<file path="config.mk">
export PLATFORM = sky130hd
export DESIGN_NAME = status_reg_flat
export DESIGN_NICKNAME = d
export VERILOG_FILES = /design/src/rtl/status_reg_if.sv /design/src/rtl/status_reg.sv /design/src/flat_wrapper.sv
export SDC_FILE = /design/constraint.sdc
export NUM_CORES = 1
export LEC_CHECK = 0
export BUFFER_PORTS_ARGS = -buffer_cell sky130_fd_sc_hd__clkbuf_2
export CORE_MARGIN = 4
export CORE_UTILIZATION = 36
export DETAILED_ROUTE_END_ITERATION = 8
export GPL_TIMING_DRIVEN = 0
export PLACE_DENSITY = 0.72
export SLEW_MARGIN = 20
export SYNTH_ARGS = -nofsm -noshare
export SYNTH_HDL_FRONTEND = slang
export SYNTH_SLANG_ARGS = --single-unit
</file>
<file path="constraint.sdc">
create_clock -name clk -period 1.6 [get_ports clk]
set_input_delay 0.16 -clock clk [delete_from_list [all_inputs] [get_ports clk]]
set_output_delay 0.16 -clock clk [all_outputs]
set_load 0.1 [all_outputs]
</file>
<file path="src/rtl/status_reg_if.sv">
// Flag/status bus between the CPU core, the ALU and the status register.
// The status register sits on the slave side; the core/ALU drive the master side.
interface status_reg_if;
  logic [3:0] upd_mask;
  logic       alu_n;
  logic       alu_z;
  logic       alu_v;
  logic       alu_c;
  logic [2:0] flag_op;
  logic       p_load;
  logic [7:0] p_din;
  logic       irq_set;
  logic       push_brk;
  logic [2:0] br_cond;
  logic [7:0] p;
  logic [7:0] p_push;
  logic       alu_ci;
  logic       dec;
  logic       br_taken;

  modport slave (
    input  upd_mask, alu_n, alu_z, alu_v, alu_c, flag_op, p_load, p_din,
           irq_set, push_brk, br_cond,
    output p, p_push, alu_ci, dec, br_taken
  );

  modport master (
    output upd_mask, alu_n, alu_z, alu_v, alu_c, flag_op, p_load, p_din,
           irq_set, push_brk, br_cond,
    input  p, p_push, alu_ci, dec, br_taken
  );
endinterface

</file>
<file path="src/rtl/status_reg.sv">
// 6502 status register P with pipelined ALU flag commit, operand forwarding
// for carry-in and branch evaluation, and the PHP/BRK push byte.
module status_reg #(
  parameter logic [7:0] RESET_P = 8'h24
) (
  input  logic         clk,
  input  logic         rst,
  status_reg_if.slave  bus
);

  typedef enum logic [2:0] {
    FOP_NONE = 3'd0,
    FOP_CLC  = 3'd1,
    FOP_SEC  = 3'd2,
    FOP_CLI  = 3'd3,
    FOP_SEI  = 3'd4,
    FOP_CLD  = 3'd5,
    FOP_SED  = 3'd6,
    FOP_CLV  = 3'd7
  } flag_op_e;

  // ALU-sourced flags are kept as a vector ordered like upd_mask: {N, Z, V, C}
  localparam int FN = 3;
  localparam int FZ = 2;
  localparam int FV = 1;
  localparam int FC = 0;

  logic [3:0] nzvc_reg;
  logic [3:0] nzvc_next;
  logic       d_reg;
  logic       d_next;
  logic       i_reg;
  logic       i_next;
  logic [3:0] pend_reg;

  logic [3:0] alu_vec;
  logic [3:0] fwd;
  logic [7:0] pulled_p;
  logic       br_flag;

  assign alu_vec = {bus.alu_n, bus.alu_z, bus.alu_v, bus.alu_c};

  // Bits 5:4 of a pulled byte have no storage in P.
  assign pulled_p = bus.p_din & 8'hCF;

  // A pending commit is the freshest value of a flag, so it wins over the register.
  for (genvar gi = 0; gi < 4; gi++) begin : g_fwd
    assign fwd[gi] = pend_reg[gi] ? alu_vec[gi] : nzvc_reg[gi];
  end

  always_comb begin
    nzvc_next = fwd;
    d_next    = d_reg;
    i_next    = i_reg;

    case (flag_op_e'(bus.flag_op))
      FOP_CLC: nzvc_next[FC] = 1'b0;
      FOP_SEC: nzvc_next[FC] = 1'b1;
      FOP_CLV: nzvc_next[FV] = 1'b0;
      FOP_CLI: i_next        = 1'b0;
      FOP_SEI: i_next        = 1'b1;
      FOP_CLD: d_next        = 1'b0;
      FOP_SED: d_next        = 1'b1;
      default: ;
    endcase

    if (bus.irq_set) begin
      i_next = 1'b1;
    end

    if (bus.p_load) begin
      nzvc_next = {pulled_p[7], pulled_p[1], pulled_p[6], pulled_p[0]};
      d_next    = pulled_p[3];
      i_next    = pulled_p[2];
    end
  end

  always_ff @(posedge clk) begin
    if (rst) begin
      nzvc_reg <= {RESET_P[7], RESET_P[1], RESET_P[6], RESET_P[0]};
      d_reg    <= RESET_P[3];
      i_reg    <= RESET_P[2];
      pend_reg <= 4'b0000;
    end else begin
      nzvc_reg <= nzvc_next;
      d_reg    <= d_next;
      i_reg    <= i_next;
      pend_reg <= bus.upd_mask;
    end
  end

  always_comb begin
    case (bus.br_cond[2:1])
      2'b00:   br_flag = fwd[FN];
      2'b01:   br_flag = fwd[FV];
      2'b10:   br_flag = fwd[FC];
      default: br_flag = fwd[FZ];
    endcase
  end

  assign bus.p        = {nzvc_reg[FN], nzvc_reg[FV], 1'b1, 1'b0,
                         d_reg, i_reg, nzvc_reg[FZ], nzvc_reg[FC]};
  assign bus.p_push   = {nzvc_reg[FN], nzvc_reg[FV], 1'b1, bus.push_brk,
                         d_reg, i_reg, nzvc_reg[FZ], nzvc_reg[FC]};
  assign bus.alu_ci   = fwd[FC];
  assign bus.dec      = d_reg;
  assign bus.br_taken = (br_flag == bus.br_cond[0]);

endmodule

</file>
<file path="src/flat_wrapper.sv">
// flat-port wrapper written by rule: the top's interface ports become plain ports
module status_reg_flat 
#(
  parameter logic [7:0] RESET_P = 8'h24
)
  (clk, rst, bus_upd_mask, bus_alu_n, bus_alu_z, bus_alu_v, bus_alu_c, bus_flag_op, bus_p_load, bus_p_din, bus_irq_set, bus_push_brk, bus_br_cond, bus_p, bus_p_push, bus_alu_ci, bus_dec, bus_br_taken);
  status_reg_if bus_i ();
  input  logic clk;
  input  logic rst;
  input wire logic [$bits(bus_i.upd_mask)-1:0] bus_upd_mask;
  input wire logic [$bits(bus_i.alu_n)-1:0] bus_alu_n;
  input wire logic [$bits(bus_i.alu_z)-1:0] bus_alu_z;
  input wire logic [$bits(bus_i.alu_v)-1:0] bus_alu_v;
  input wire logic [$bits(bus_i.alu_c)-1:0] bus_alu_c;
  input wire logic [$bits(bus_i.flag_op)-1:0] bus_flag_op;
  input wire logic [$bits(bus_i.p_load)-1:0] bus_p_load;
  input wire logic [$bits(bus_i.p_din)-1:0] bus_p_din;
  input wire logic [$bits(bus_i.irq_set)-1:0] bus_irq_set;
  input wire logic [$bits(bus_i.push_brk)-1:0] bus_push_brk;
  input wire logic [$bits(bus_i.br_cond)-1:0] bus_br_cond;
  output wire logic [$bits(bus_i.p)-1:0] bus_p;
  output wire logic [$bits(bus_i.p_push)-1:0] bus_p_push;
  output wire logic [$bits(bus_i.alu_ci)-1:0] bus_alu_ci;
  output wire logic [$bits(bus_i.dec)-1:0] bus_dec;
  output wire logic [$bits(bus_i.br_taken)-1:0] bus_br_taken;
  assign bus_i.upd_mask = bus_upd_mask;
  assign bus_i.alu_n = bus_alu_n;
  assign bus_i.alu_z = bus_alu_z;
  assign bus_i.alu_v = bus_alu_v;
  assign bus_i.alu_c = bus_alu_c;
  assign bus_i.flag_op = bus_flag_op;
  assign bus_i.p_load = bus_p_load;
  assign bus_i.p_din = bus_p_din;
  assign bus_i.irq_set = bus_irq_set;
  assign bus_i.push_brk = bus_push_brk;
  assign bus_i.br_cond = bus_br_cond;
  assign bus_p = bus_i.p;
  assign bus_p_push = bus_i.p_push;
  assign bus_alu_ci = bus_i.alu_ci;
  assign bus_dec = bus_i.dec;
  assign bus_br_taken = bus_i.br_taken;
  status_reg #(.RESET_P(RESET_P)) u_core (.clk(clk), .rst(rst), .bus(bus_i));
endmodule
</file>
# Word level (Yosys, flattened, before mapping)
# Cells that the tools add are included.
dict set report op_classes {
  bitwise_logic 0
  reduce_logical 3
  muxes 13
  order_cmp 0
  add_sub_neg 0
  n_shift 0
  div_mod_pow 0
  n_mul 0
  eq_ne 10
}
# op count
set op_table {}
lappend op_table {{$eq A3 B3 Y1 const B} 4}
lappend op_table {{$mux W1} 8}
lappend op_table {{$eq A3 B2 Y1 const B} 2}
lappend op_table {{$pmux W1 S2} 3}
lappend op_table {{$mux W4} 1}
lappend op_table {{$reduce_bool A4 Y1} 1}
lappend op_table {{$eq A3 B1 Y1 const B} 1}
lappend op_table {{$pmux W1 S3} 1}
lappend op_table {{$reduce_bool A3 Y1} 1}
lappend op_table {{$eq A2 B1 Y1 const B} 1}
lappend op_table {{$eq A2 B2 Y1 const B} 1}
lappend op_table {{$logic_not A2 Y1} 1}
lappend op_table {{$eq A1 B1 Y1} 1}
dict set report totals {
  mem_bits_ro 0
  ff_bits 10
  word_cells 30
  ram_bits 0
  memories 0
  out_inout_bits 19
  input_bits 27
  latch_bits 0
}

# Longest topological paths before layout
dict set report depth {
  word_depth 4
  depth_mapped 4
  ltp_nobuf 4
}

# Worst setup path after synthesis
# No wires, ideal clock.
dict set report synth_timing {
  kind {register to output}
  from {register u_core.nzvc_reg[0]}
  to {output bus_br_taken}
  path_stages_with_launch 4
  n_path_buf 0
  arrival_time_ns 3.147
  required_time_ns 1.440
  slack_ns -1.707
  path_cell_list {dfxtp_1 mux2i_1 mux4_2 xor2_1}
}
dict set report synth_between {
  elab_chain_cells 3
}
# element line_no
set synth_lines {}
lappend synth_lines {{start, declared} status_reg.sv:28} ;# logic [3:0] nzvc_reg;
lappend synth_lines {{start signal, assigned} status_reg.sv:80} ;# nzvc_reg <= {RESET_P[7], RESET_P[1], RESET_P[6], RESET_P[0]};
lappend synth_lines {{start signal, assigned} status_reg.sv:85} ;# nzvc_reg <= nzvc_next;
lappend synth_lines {{$mux W1} status_reg.sv:48} ;# assign fwd[gi] = pend_reg[gi] ? alu_vec[gi] : nzvc_reg[gi];
lappend synth_lines {{$pmux W1 S3} status_reg.sv:93} ;# case (bus.br_cond[2:1])
lappend synth_lines {{$eq A1 B1 Y1} status_reg.sv:107} ;# assign bus.br_taken = (br_flag == bus.br_cond[0]);
lappend synth_lines {{end, declared} flat_wrapper.sv:25} ;# output wire logic [$bits(bus_i.br_taken)-1:0] bus_br_taken;
# Every way passes these cells.

# Worst setup path in the final report
dict set report layout_timing {
  from {register u_core.pend_reg[0]}
  to {output bus_br_taken}
}
dict set report layout_between {
  elab_chain_cells 3
}
# element line_no
set layout_lines {}
lappend layout_lines {{start, declared} status_reg.sv:34} ;# logic [3:0] pend_reg;
lappend layout_lines {{start signal, assigned} status_reg.sv:88} ;# pend_reg <= bus.upd_mask;
lappend layout_lines {{$mux W1} status_reg.sv:48}
lappend layout_lines {{$pmux W1 S3} status_reg.sv:93}
lappend layout_lines {{$eq A1 B1 Y1} status_reg.sv:107}
# Every way passes these cells.

==> out/qor.csv <==
metric,value,unit
layer with the highest usage,met2,
met3 Track Usage GR,0.04598,
CP endpoint kind,primary output,
largest net degree at the start of global routing,11,
Ports,46,
fin util,0.6181,
Mapped Cells,62,
routed via count,537,
cell area after layout,844.6,um2
die area,2202,um2
CTS tree,done,
Worst Tran Pin Value,544.0,ps
"commonest non-fill, non-tap cell in the layout",clkbuf_2,
Initial Utilization,0.3993,
R2R cell count,4,
vias per cell,4.475,
violations in the final reports,negative setup slack,
detailed placer's ending HPWL,1089,um
CTS clock-pin slew for the worst setup and hold paths,70,ps
clk sinks,10,
Layout Nets,133,
Final Skew,0.3010,ps
Synth area leader,dfxtp_1,
pwr/cell area,1032,nW/um2
vias in the first global route,499,
die height,46.93,um
Reg-to-Reg End,u_core.nzvc_reg[0],
CP arrival,1660,ps
WHS Path Cells,2,
floorplan row count,13,
ANT cells,0,
worst reg2reg startpoint,u_core.pend_reg[0],
drt initial violations,9,
GRT Total Usage,0.1422,
DRT Wirelength,1357,um
Achievable Freq,550.0,MHz
final total power,871.2,uW
Rel. slew slack,0.6389,
CTS Root Cell,clkbuf_4,
final hold vios,0,
pre-CTS WS,-195.6,ps
CP Class,reg -> out,
grt total ovfl,0,
clock tree buffer depth,2,
Worst VDD drop,0.6587,mV
fin crit share,1.136,
final slew viol count,0,
ratio of cells with drive above 1 in the final layout,0.5905,
area growth from synthesis to layout,54.82,%
initial antenna violation count,0,
critical path required time,1440,ps
hold_buf cts,0,
placed instance area,797.0,um2
PortBufs,38,
most frequent cells in the layout,"clkbuf_2 (37), buf_4 (12), a21oi_1 (6)",
die width,46.93,um
r2r setup slk,410,ps
fillcell total,130,
detailed-route DRC error count,0,
min-delay worst type,in -> reg,
startpoint type of the worst setup path,register,
CTS buffer count,3,
crit path time final,1818,ps
max-cap violation count,0,
hold slack,101.0,ps
core area,1366,um2
area occupied by multi-input gates,266.5,um2
RSZ-0062 raised after global routing,true,
largest cells by area after synthesis,"dfxtp_1 (37%), buf_4 (17%), mux2i_1 (9.2%)",
Setup WS post-layout,-218.1,ps
Hold EP,u_core.pend_reg[0],
total placed cells including tap cells,116,
share of the synthesized area in the top cell type,0.3670,
Worst Path Max Fanout,4,
final setup TNS,-218.1,ps
Post-DRT Antenna Nets,0,
first-pass GRT wire length,2118,um
sequential share of the synthesized area,0.3670,
Layout Cells excl Fill,120,
number of setup violations in the final report,1,
met1 Use GR,0.1585,
GP Congestion,0.7348,
outcome,"finished, violations left",
GR Layer Usage met2,0.2276,
drt pass-1 iters,2,
Yosys cell types,20,
mean post-synth cell area,8.799,um2
FF+latch area,217.7,um2
synth warn,0,
drt wl/cell,11.31,um
H-tree depth,1,
min-delay src,bus_upd_mask[0],
Yosys reg bits,10,
Pleak,0.4333,nW
Worst-Skew Late Latency,270,ps
Synth Cell Area,545.5,um2
synth_stat cells:
cell / instances
a211oi_1: 1
a311oi_1: 1
a21oi_1: 6
dfxtp_1: 10
o21bai_1: 1
mux2i_1: 5
o21ai_0: 2
a211o_1: 1
nand2b_1: 1
nor3_1: 1
nor2_1: 5
nand2_1: 2
buf_4: 12
clkbuf_1: 2
a221o_1: 1
mux4_2: 1
xor2_1: 1
conb_1: 2
inv_1: 2
nor2b_1: 5
kinds of logic after synthesis:
| kind of cell | synth area share |
|---|---|
| AO/OA/AOI/OAI | 0.1514 |
| XOR/XNOR | 0.01606 |
| buffers and inverters | 0.1927 |
| flip-flops | 0.3670 |
| multiplexers | 0.1330 |
| other | 0.01377 |
| AND/OR/NAND/NOR | 0.1262 |
worst max-delay path: stages, from the launching register on:
cell and delay [ps]:
dfxtp_2 320, mux2i_2 160, mux4_2 530, xor2_4 160, clkbuf_16 210
layout make-up:
class	instances	share of cell area
plain buffers	14	0.1156
clock buffers	3	0.02667
clock inverters	1	0.004444
inverters	2	0.008889
multi-input cells	37	0.3156
flip-flops and latches	10	0.2578
well taps	15	0.02222
repair buffers	38	0.2489
what timing repair did:
action,4_1_cts,5_1_grt
setup endpoints to repair,1,1
buffers inserted,0,0
gates resized for setup,4,0
pin swaps,1,0
power by group:
group	leakage [nW]	internal [mW]	total (mW)	switching, mW
clock network	0.0154	0.0901	0.183	0.0927
logic	0.332	0.109	0.414	0.306
registers	0.0861	0.263	0.274	0.0112
how the worst max path moves through the flow:
| stage | from | endpoint | depth (start not counted) |
|---|---|---|---|
| 2_1_floorplan | u_core.nzvc_reg[0] | bus_br_taken | 3 |
| 3_3_place_gp | u_core.pend_reg[0] | bus_br_taken | 4 |
| 3_5_place_dp | u_core.pend_reg[0] | bus_br_taken | 4 |
| 4_1_cts | u_core.pend_reg[0] | bus_br_taken | 4 |
| 5_1_grt | u_core.pend_reg[0] | bus_br_taken | 4 |
| 6_report | u_core.pend_reg[0] | bus_br_taken | 4 |
layer usage:
metal,vias to the layer above,wire length [um]
met2,27,644
met5,-,0
met1,229,527
met4,0,23
li1,279,-
met3,2,161
No activity file was read; power rests on OpenSTA's default activity.
